--- config.mk ---
export PLATFORM = sky130hd
export DESIGN_NAME = fdiv_ctrl
export DESIGN_NICKNAME = d
export VERILOG_FILES = /design/src/rtl/fdiv_ctrl.sv
export SDC_FILE = /design/constraint.sdc
export NUM_CORES = 1
export LEC_CHECK = 0
export ABC_CLOCK_PERIOD_IN_PS = 11500
export BUFFER_PORTS_ARGS = -buffer_cell sky130_fd_sc_hd__buf_2
export CAP_MARGIN = 30
export CORE_ASPECT_RATIO = 1.1
export CORE_MARGIN = 4
export CORE_UTILIZATION = 60
export CTS_CLUSTER_SIZE = 12
export DETAILED_ROUTE_END_ITERATION = 8
export GPL_TIMING_DRIVEN = 0
export PLACE_DENSITY = 0.8
export SLEW_MARGIN = 20
export SYNTH_ARGS = -nofsm -noshare
export SYNTH_HDL_FRONTEND = slang
export SYNTH_SLANG_ARGS = --single-unit
export TNS_END_PERCENT = 1
--- constraint.sdc ---
create_clock -name clk_in -period 11.5 [get_ports clk_in]
set_input_delay 2.3 -clock clk_in [delete_from_list [all_inputs] [get_ports clk_in]]
set_output_delay 2.3 -clock clk_in [all_outputs]
set_load 0.05 [all_outputs]
--- src/rtl/fdiv_ctrl.sv ---
// rtl/fdiv_ctrl.sv - runtime-configurable clock divider with glitch-free start/stop and divisor reload
module fdiv_ctrl #(
  parameter int CNT_W       = 28,
  parameter int DEFAULT_DIV = 50000000,
  parameter int MIN_DIV     = 2
) (
  input  logic             clk_in,
  input  logic             reset,
  input  logic             en,
  input  logic             cfg_valid,
  input  logic [CNT_W-1:0] cfg_div,
  output logic             cfg_ready,
  output logic             cfg_err,
  output logic             clk_out,
  output logic             tick,
  output logic             running,
  output logic [CNT_W-1:0] cur_div
);

  typedef enum logic [1:0] {IDLE, RUN, DRAIN} state_e;

  localparam logic [CNT_W-1:0] DEF_DIV = CNT_W'(DEFAULT_DIV);
  localparam logic [CNT_W-1:0] LEGAL_MIN = CNT_W'(MIN_DIV);
  localparam logic [CNT_W-1:0] ONE = CNT_W'(1);

  state_e           state_q, state_d;
  logic [CNT_W-1:0] cnt_q, cnt_d;
  logic [CNT_W-1:0] cur_div_q, cur_div_d;
  logic [CNT_W-1:0] pend_div_q, pend_div_d;
  logic             pend_valid_q, pend_valid_d;
  logic             clk_out_q, clk_out_d;
  logic             tick_q, tick_d;
  logic             cfg_err_q, cfg_err_d;
  logic             period_end;
  logic             accept;
  logic             active_d;

  assign period_end = (state_q != IDLE) && (cnt_q == cur_div_q - ONE);
  assign accept     = cfg_valid && !pend_valid_q;

  always_comb begin
    state_d      = state_q;
    cnt_d        = cnt_q;
    cur_div_d    = cur_div_q;
    pend_div_d   = pend_div_q;
    pend_valid_d = pend_valid_q;
    cfg_err_d    = 1'b0;

    unique case (state_q)
      IDLE: begin
        cnt_d = '0;
        if (pend_valid_q) begin
          cur_div_d    = pend_div_q;
          pend_valid_d = 1'b0;
        end
        if (en) state_d = RUN;
      end
      RUN, DRAIN: begin
        if (period_end) begin
          // Divisor changes only here, so every emitted period is whole.
          cnt_d = '0;
          if (pend_valid_q) begin
            cur_div_d    = pend_div_q;
            pend_valid_d = 1'b0;
          end
          state_d = en ? RUN : IDLE;
        end else begin
          cnt_d   = cnt_q + ONE;
          state_d = en ? RUN : DRAIN;
        end
      end
      default: state_d = IDLE;
    endcase

    // Apply and accept are exclusive: apply needs pend_valid_q, accept needs it clear.
    if (accept) begin
      if (cfg_div < LEGAL_MIN) begin
        cfg_err_d = 1'b1;
      end else begin
        pend_div_d   = cfg_div;
        pend_valid_d = 1'b1;
      end
    end

    active_d  = (state_d != IDLE);
    clk_out_d = active_d && (cnt_d < (cur_div_d >> 1));
    tick_d    = active_d && (cnt_d == cur_div_d - ONE);
  end

  always_ff @(posedge clk_in or negedge reset) begin
    if (!reset) begin
      state_q      <= IDLE;
      cnt_q        <= '0;
      cur_div_q    <= DEF_DIV;
      pend_div_q   <= '0;
      pend_valid_q <= 1'b0;
      clk_out_q    <= 1'b0;
      tick_q       <= 1'b0;
      cfg_err_q    <= 1'b0;
    end else begin
      state_q      <= state_d;
      cnt_q        <= cnt_d;
      cur_div_q    <= cur_div_d;
      pend_div_q   <= pend_div_d;
      pend_valid_q <= pend_valid_d;
      clk_out_q    <= clk_out_d;
      tick_q       <= tick_d;
      cfg_err_q    <= cfg_err_d;
    end
  end

  assign cfg_ready = !pend_valid_q;
  assign cfg_err   = cfg_err_q;
  assign clk_out   = clk_out_q;
  assign tick      = tick_q;
  assign running   = (state_q != IDLE);
  assign cur_div   = cur_div_q;

endmodule

### Word level (Yosys, flattened, before mapping)

Index checks and enable logic that the tools add are counted.

* bits in registers: 90
* latch bits: 0
* bits in writable memories: 0
* ROM bits: 0
* bits of input ports: 32
* output and inout bits: 33
* logic and storage cells: 44
* memories kept: 0

* add/sub/neg operators: 3
* multiply operators: 0
* div/mod/pow operators: 0
* $lt $le $gt $ge: 2
* eq/ne operators: 4
* shifts and indexed selects: 0
* muxes and demuxes: 16
* bitwise gates (word level): 1
* reduce and logical (&&, ||, !) cells: 10

Operator list (count)
* $pmux 28 s2: 2
* $mux 28: 3
* $eq 28x28->1: 2
* $sub 28x1->28 const B: 2
* $add 28x1->28 const B: 1
* $lt 28x2->1 const B: 1
* $lt 28x27->1: 1
* $mux 1: 6
* $mux 2: 3
* $logic_and 1x1->1: 4
* $pmux 2 s2: 1
* $reduce_bool 2->1: 2
* $eq 2x1->1 const B: 1
* $eq 2x2->1 const B: 1
* $logic_not 2->1: 1
* $pmux 1 s2: 1
* $reduce_and 2->1: 1
* $reduce_or 2->1: 1
* $logic_not 1->1: 1
* $not 1->1: 1

### Depth between registers and ports, before layout

* depth after elaboration: 8
* depth in mapped cells: 27
* mapped depth without buffers: 23

### Worst setup path after synthesis

Ideal clock, no wire load.

* kind: flip-flop to flip-flop
* from: register cur_div_q[0] (netlist: cur_div[0])
* to: register tick_q (netlist: tick)
* library setup time: 0.096 ns
* data arrival time: 5.886 ns
* required time: 11.404 ns
* slack: 5.518 ns
* cell stages (with the launch flop): 23
* buffers on the path: 3
* period minus slack after synthesis: 5.982 ns
* cells stage by stage: dfrtp_1 clkbuf_1 inv_1 ha_1 or4b_2 clkbuf_1 clkbuf_1 nor3_1 mux2i_1 mux2_2 nand4_1 nor4_1 nor2_1 a221oi_1 ha_1 inv_1 a2111oi_2 nand3_1 xnor2_1 or4_1 a221oi_2 o2111ai_1 nor4_2

* longest elaborated chain between the ends: 8
* elaborated cells between the ends (all ways): 14
* those cells by class: 2 x add/sub; 2 x eq/ne; 7 x mux; 3 x reduce/logical

Ends and longest elaborated chain
* start: declaration: RTL line 28 `logic [CNT_W-1:0] cur_div_q, cur_div_d;`
* start signal: assignment: RTL line 103 `cur_div_q <= cur_div_d;`
* $sub 28x1->28: RTL line 38 `assign period_end = (state_q != IDLE) && (cnt_q == cur_div_q - ONE);`
* $eq 28x28->1: RTL line 38
* $logic_and 1x1->1: RTL line 38
* $mux 28: RTL line 59 `if (period_end) begin`
* $pmux 28 s2: RTL line 49 `unique case (state_q)`
* $sub 28x1->28: RTL line 87 `tick_d = active_d && (cnt_d == cur_div_d - ONE);`
* $eq 28x28->1: RTL line 87
* $logic_and 1x1->1 *: RTL line 87
* named net tick_d: RTL line 32 `logic tick_q, tick_d;`
* end signal: assignment: RTL line 107 `tick_q <= tick_d;`
* end: declaration: RTL line 32

The timed path passes the listed nets; every way through them passes the cells marked *.
A chain may end at the register's enable or synchronous reset.

### Worst setup path in the final report

Ends and elaborated chain as after synthesis.

==> metrics <==
status=finished, final reports clean; vias in the first global route=6864; Levels on crit path=22; Die ar.=14280 um2; CP Max Fanout=10; TritonRoute pass-1 iters=6; Mapped Area=7461 um2; Post-Layout Cell Count=1108; fin crit period=7.826 ns; Post-synth EDFFs=0; Clock Latency Late Sink=0.34 ns; hold depth=1; GRT overflow=0; hold crit path type=reg2reg; RR Endpoint=tick$_DFF_PN0_; standard-cell rows=42; CTS Sinks=90; CP cell instances=clkbuf_1 -> inv_1 -> ha_1 -> or4b_2 -> clkbuf_1 -> clkbuf_1 -> nor3_1 -> mux2i_1 -> mux2_2 -> nand4_1 -> nor4_1 -> nor2_1 -> a221oi_1 -> ha_1 -> inv_1 -> a2111oi_2 -> nand4_2 -> xnor2_1 -> o21ai_0 -> a2111oi_0 -> o2111ai_1 -> nor4_2; Hold Vio Cnt, Final=0; Hold-fix buffers, CTS=0; hold_sp=pend_div_q[4]$_DFFE_PN0P_; synth unique cells=71; Power, Total=0.002773 W; Ports=65; final setup violation count=0; post-synthesis sequential area ratio=0.3039; WP data required=11.74 ns; n_diodes=0; H-tree levels=3; Crit-path slowest cell=a2111oi_0; max frequency=0.1278 GHz; synthesized flop and latch total=90; post-DP HPWL=18730 um; CP startpoint kind=register; routed len/inst=21.53 um; Post-CTS Repair Setup Buffers=0; CTS-repair resized insts=0; Hold EP=pend_div_q[4]$_DFFE_PN0P_; global-route wire length before repair=37520 um; Top cell by count, worst path=clkbuf_1; total number of vias=7393; Post-DP Area=8004 um2; setup slack, reg-to-reg=3.67 ns; DRC=0; path depth of the worst reg2reg path=22; Slew HR=0.3301; Synthesis Warnings=0; Clock transition at path regs=0.07 ns; design area=8308 um2; Static Leak=3.624 nW; Clock Skews=0.007542 ns; Starting Density=0.6173; Worst Setup End Kind=register; largest net degree at the start of global routing=48; power per cell area=333.8 nW/um2; largest stage delay on the critical path=0.68 ns; setup TNS=0 ns; Mapped Cells=873; ANT nets after route=0; PortBufs=64; Top delay family on crit path=simple AND/OR/NAND/NOR gates; CP bufs+invs=5; ys flop type=dfrtp_1; Core Area=12090 um2; final WL=23860 um; Critical R2R Launch=cur_div[0]$_DFF_PN0_; MaxCap Viol Count=0; Num CTS Buffers=9; RSZ-0062 raised after global routing=no; VDD IR max=0.1972 mV; Layout Nets=1012; CTS root buffer=clkbuf_16; dpl cells=1092; arrival time worst endpoint=8.07 ns; fin. max-slew vios=0; clock tree buffer depth=2; Layout area overhead=11.35%; via density per instance=6.672; Syn Area/Cell=8.546 um2; die height=125.0 um; GPL Wtd Cong=0.9965; Period Utilization, post-route=0.6805; share of layout cells above drive strength 1=0.1604; gr usage total=0.3371; Mapped Nets=936; critical path class=reg2reg; FFs w/ async S/R, synth=1.000; initial antenna violation count=0; Horiz. Die Dim=114.3 um; detailed router's first-iteration violation count=814; measured slew at the worst slew-check pin=0.9972 ns; CTS tree=built
==> per-stage QoR <==
stage,hold WS [ns],util,worst slack (ns)
floorplan,0.4737,-,5.518
finish,0.5069,0.6874,3.674
global route,0.5305,0.6874,3.366
global placement,0.4907,0.6597,3.924
CTS,0.5106,0.6874,3.850
detailed placement,0.4954,0.6622,3.913
==> routing by layer <==
layer | routed length, um | share of wire | global-route usage
met5 | 0 | 0 | 0
met4 | 1275 | 0.053 | 0.1670
met2 | 10400 | 0.44 | 0.4966
met1 | 10150 | 0.43 | 0.4836
met3 | 2028 | 0.085 | 0.04930
==> state kept, by name (all words and copies together) (netlist names) <==
| name | cells |
|---|---|
| state_q | 2 |
| cur_div | 28 |
| pend_valid_q | 1 |
| cnt_q | 28 |
| tick | 1 |
| cfg_err | 1 |
| clk_out | 1 |
| pend_div_q | 28 |
==> synth_stat cells, types with 5 or more instances <==
master    instances  area (um2)
nor2_1           80       300.3
mux2i_1          19       190.2
xnor2_1          51       446.7
dfstp_2          12       315.3
nand2b_1         12       75.07
nor4_1           27       168.9
and3_1            7       43.79
mux2_2           33       371.6
a31oi_1           8       50.05
and2_1            8       50.05
nand2_1          55       206.5
or4_1             9       67.56
nor2b_1           7       43.79
a22o_1           17       148.9
nor3_1           21       105.1
nand4_1          26       162.7
a22oi_1          11       82.58
buf_2             6       30.03
clkbuf_1         35       131.4
ha_1             31       387.9
a21oi_1          34       170.2
xor2_1           30       262.8
or2_2             9       56.30
o211ai_1          7       52.55
a211oi_1          5       37.54
o22ai_1           5       31.28
a21o_1           18       135.1
dfrtp_1          78        1952
inv_1            45       168.9
or3_1             9       56.30
o31ai_1           6       45.04
o21ai_0          36       180.2
o221ai_1          5       43.79
and4_1           13       113.9
nand3_1          26       130.1
buf_1             5       18.77
a221oi_1          9       78.83
==> area by class of cell <==
type                       instances  area [um2]
buffer                            46       180.2
clock buffer                      10       239.0
clock inverter                     6       65.06
fill                            1047        3779
inverter                          46       172.7
multi-input combinational        691        4841
sequential                        90        2267
tap                              154       192.7
timing repair buffer              65       350.3
==> layout by cell type, fill, tap and decap left out, drive strengths merged, types with 7 or more instances in the layout <==
cell type | synthesis | layout
nand3 | 26 | 26
ha | 31 | 31
a211oi | 7 | 7
and3 | 7 | 7
a31oi | 8 | 8
xnor2 | 51 | 51
nand4 | 27 | 27
buf | 11 | 76
clkbuf | 35 | 45
a221oi | 10 | 10
and2 | 8 | 8
mux2i | 19 | 19
or2 | 9 | 9
o21ai | 36 | 36
nor2 | 80 | 80
o31ai | 7 | 7
or3 | 9 | 9
and4 | 13 | 13
dfrtp | 78 | 78
nor2b | 7 | 7
dfstp | 12 | 12
nand2 | 55 | 55
nor4 | 28 | 28
xor2 | 30 | 30
a21oi | 36 | 36
o211ai | 7 | 7
a21o | 18 | 18
inv | 45 | 46
nand2b | 12 | 12
a22o | 17 | 17
nor3 | 22 | 22
a22oi | 11 | 11
or4 | 9 | 9
mux2 | 33 | 33
==> logic make-up (layout without fill, tap and decap cells) <==
group           after synthesis  after routing  share of synthesized area
fa+ha+maj                    31             31                    0.05199
mux                          52             52                    0.07530
compound gates              205            205                     0.1984
buf+inv                      92            173                    0.04729
flops                        90             90                     0.3039
simple gates                322            322                     0.2281
xor+xnor                     81             81                    0.09509
==> report_power, final <==
| group | total, W | switching [W] | internal, W |
|---|---|---|---|
| combinational | 0.00191 | 0.00126 | 0.000650 |
| sequential | 0.000561 | 0.000129 | 0.000432 |
| clock | 0.000301 | 0.000126 | 0.000175 |
| total | 0.00277 | 0.00152 | 0.00126 |
==> how the worst max path moves through the flow <==
stage                      to                  from  slack [ns]
6_report       tick$_DFF_PN0_  cur_div[0]$_DFF_PN0_        3.67
5_1_grt        tick$_DFF_PN0_  cur_div[0]$_DFF_PN0_        3.37
2_1_floorplan  tick$_DFF_PN0_  cur_div[0]$_DFF_PN0_        5.52
4_1_cts        tick$_DFF_PN0_  cur_div[0]$_DFF_PN0_        3.85
3_3_place_gp   tick$_DFF_PN0_  cur_div[0]$_DFF_PN0_        3.92
3_5_place_dp   tick$_DFF_PN0_  cur_div[0]$_DFF_PN0_        3.91
==> worst reg2reg max path, cell delays in order (launching register included) <==
cell	delay (ns)
dfrtp_1	0.37
clkbuf_1	0.23
inv_1	0.11
ha_1	0.31
or4b_2	0.61
clkbuf_1	0.23
clkbuf_1	0.31
nor3_1	0.37
mux2i_1	0.24
mux2_2	0.18
nand4_1	0.22
nor4_1	0.62
nor2_1	0.17
a221oi_1	0.52
ha_1	0.27
inv_1	0.06
a2111oi_2	0.58
nand4_2	0.47
xnor2_1	0.31
o21ai_0	0.11
a2111oi_0	0.68
o2111ai_1	0.36
nor4_2	0.36
Power figures use the tool's default switching activity.
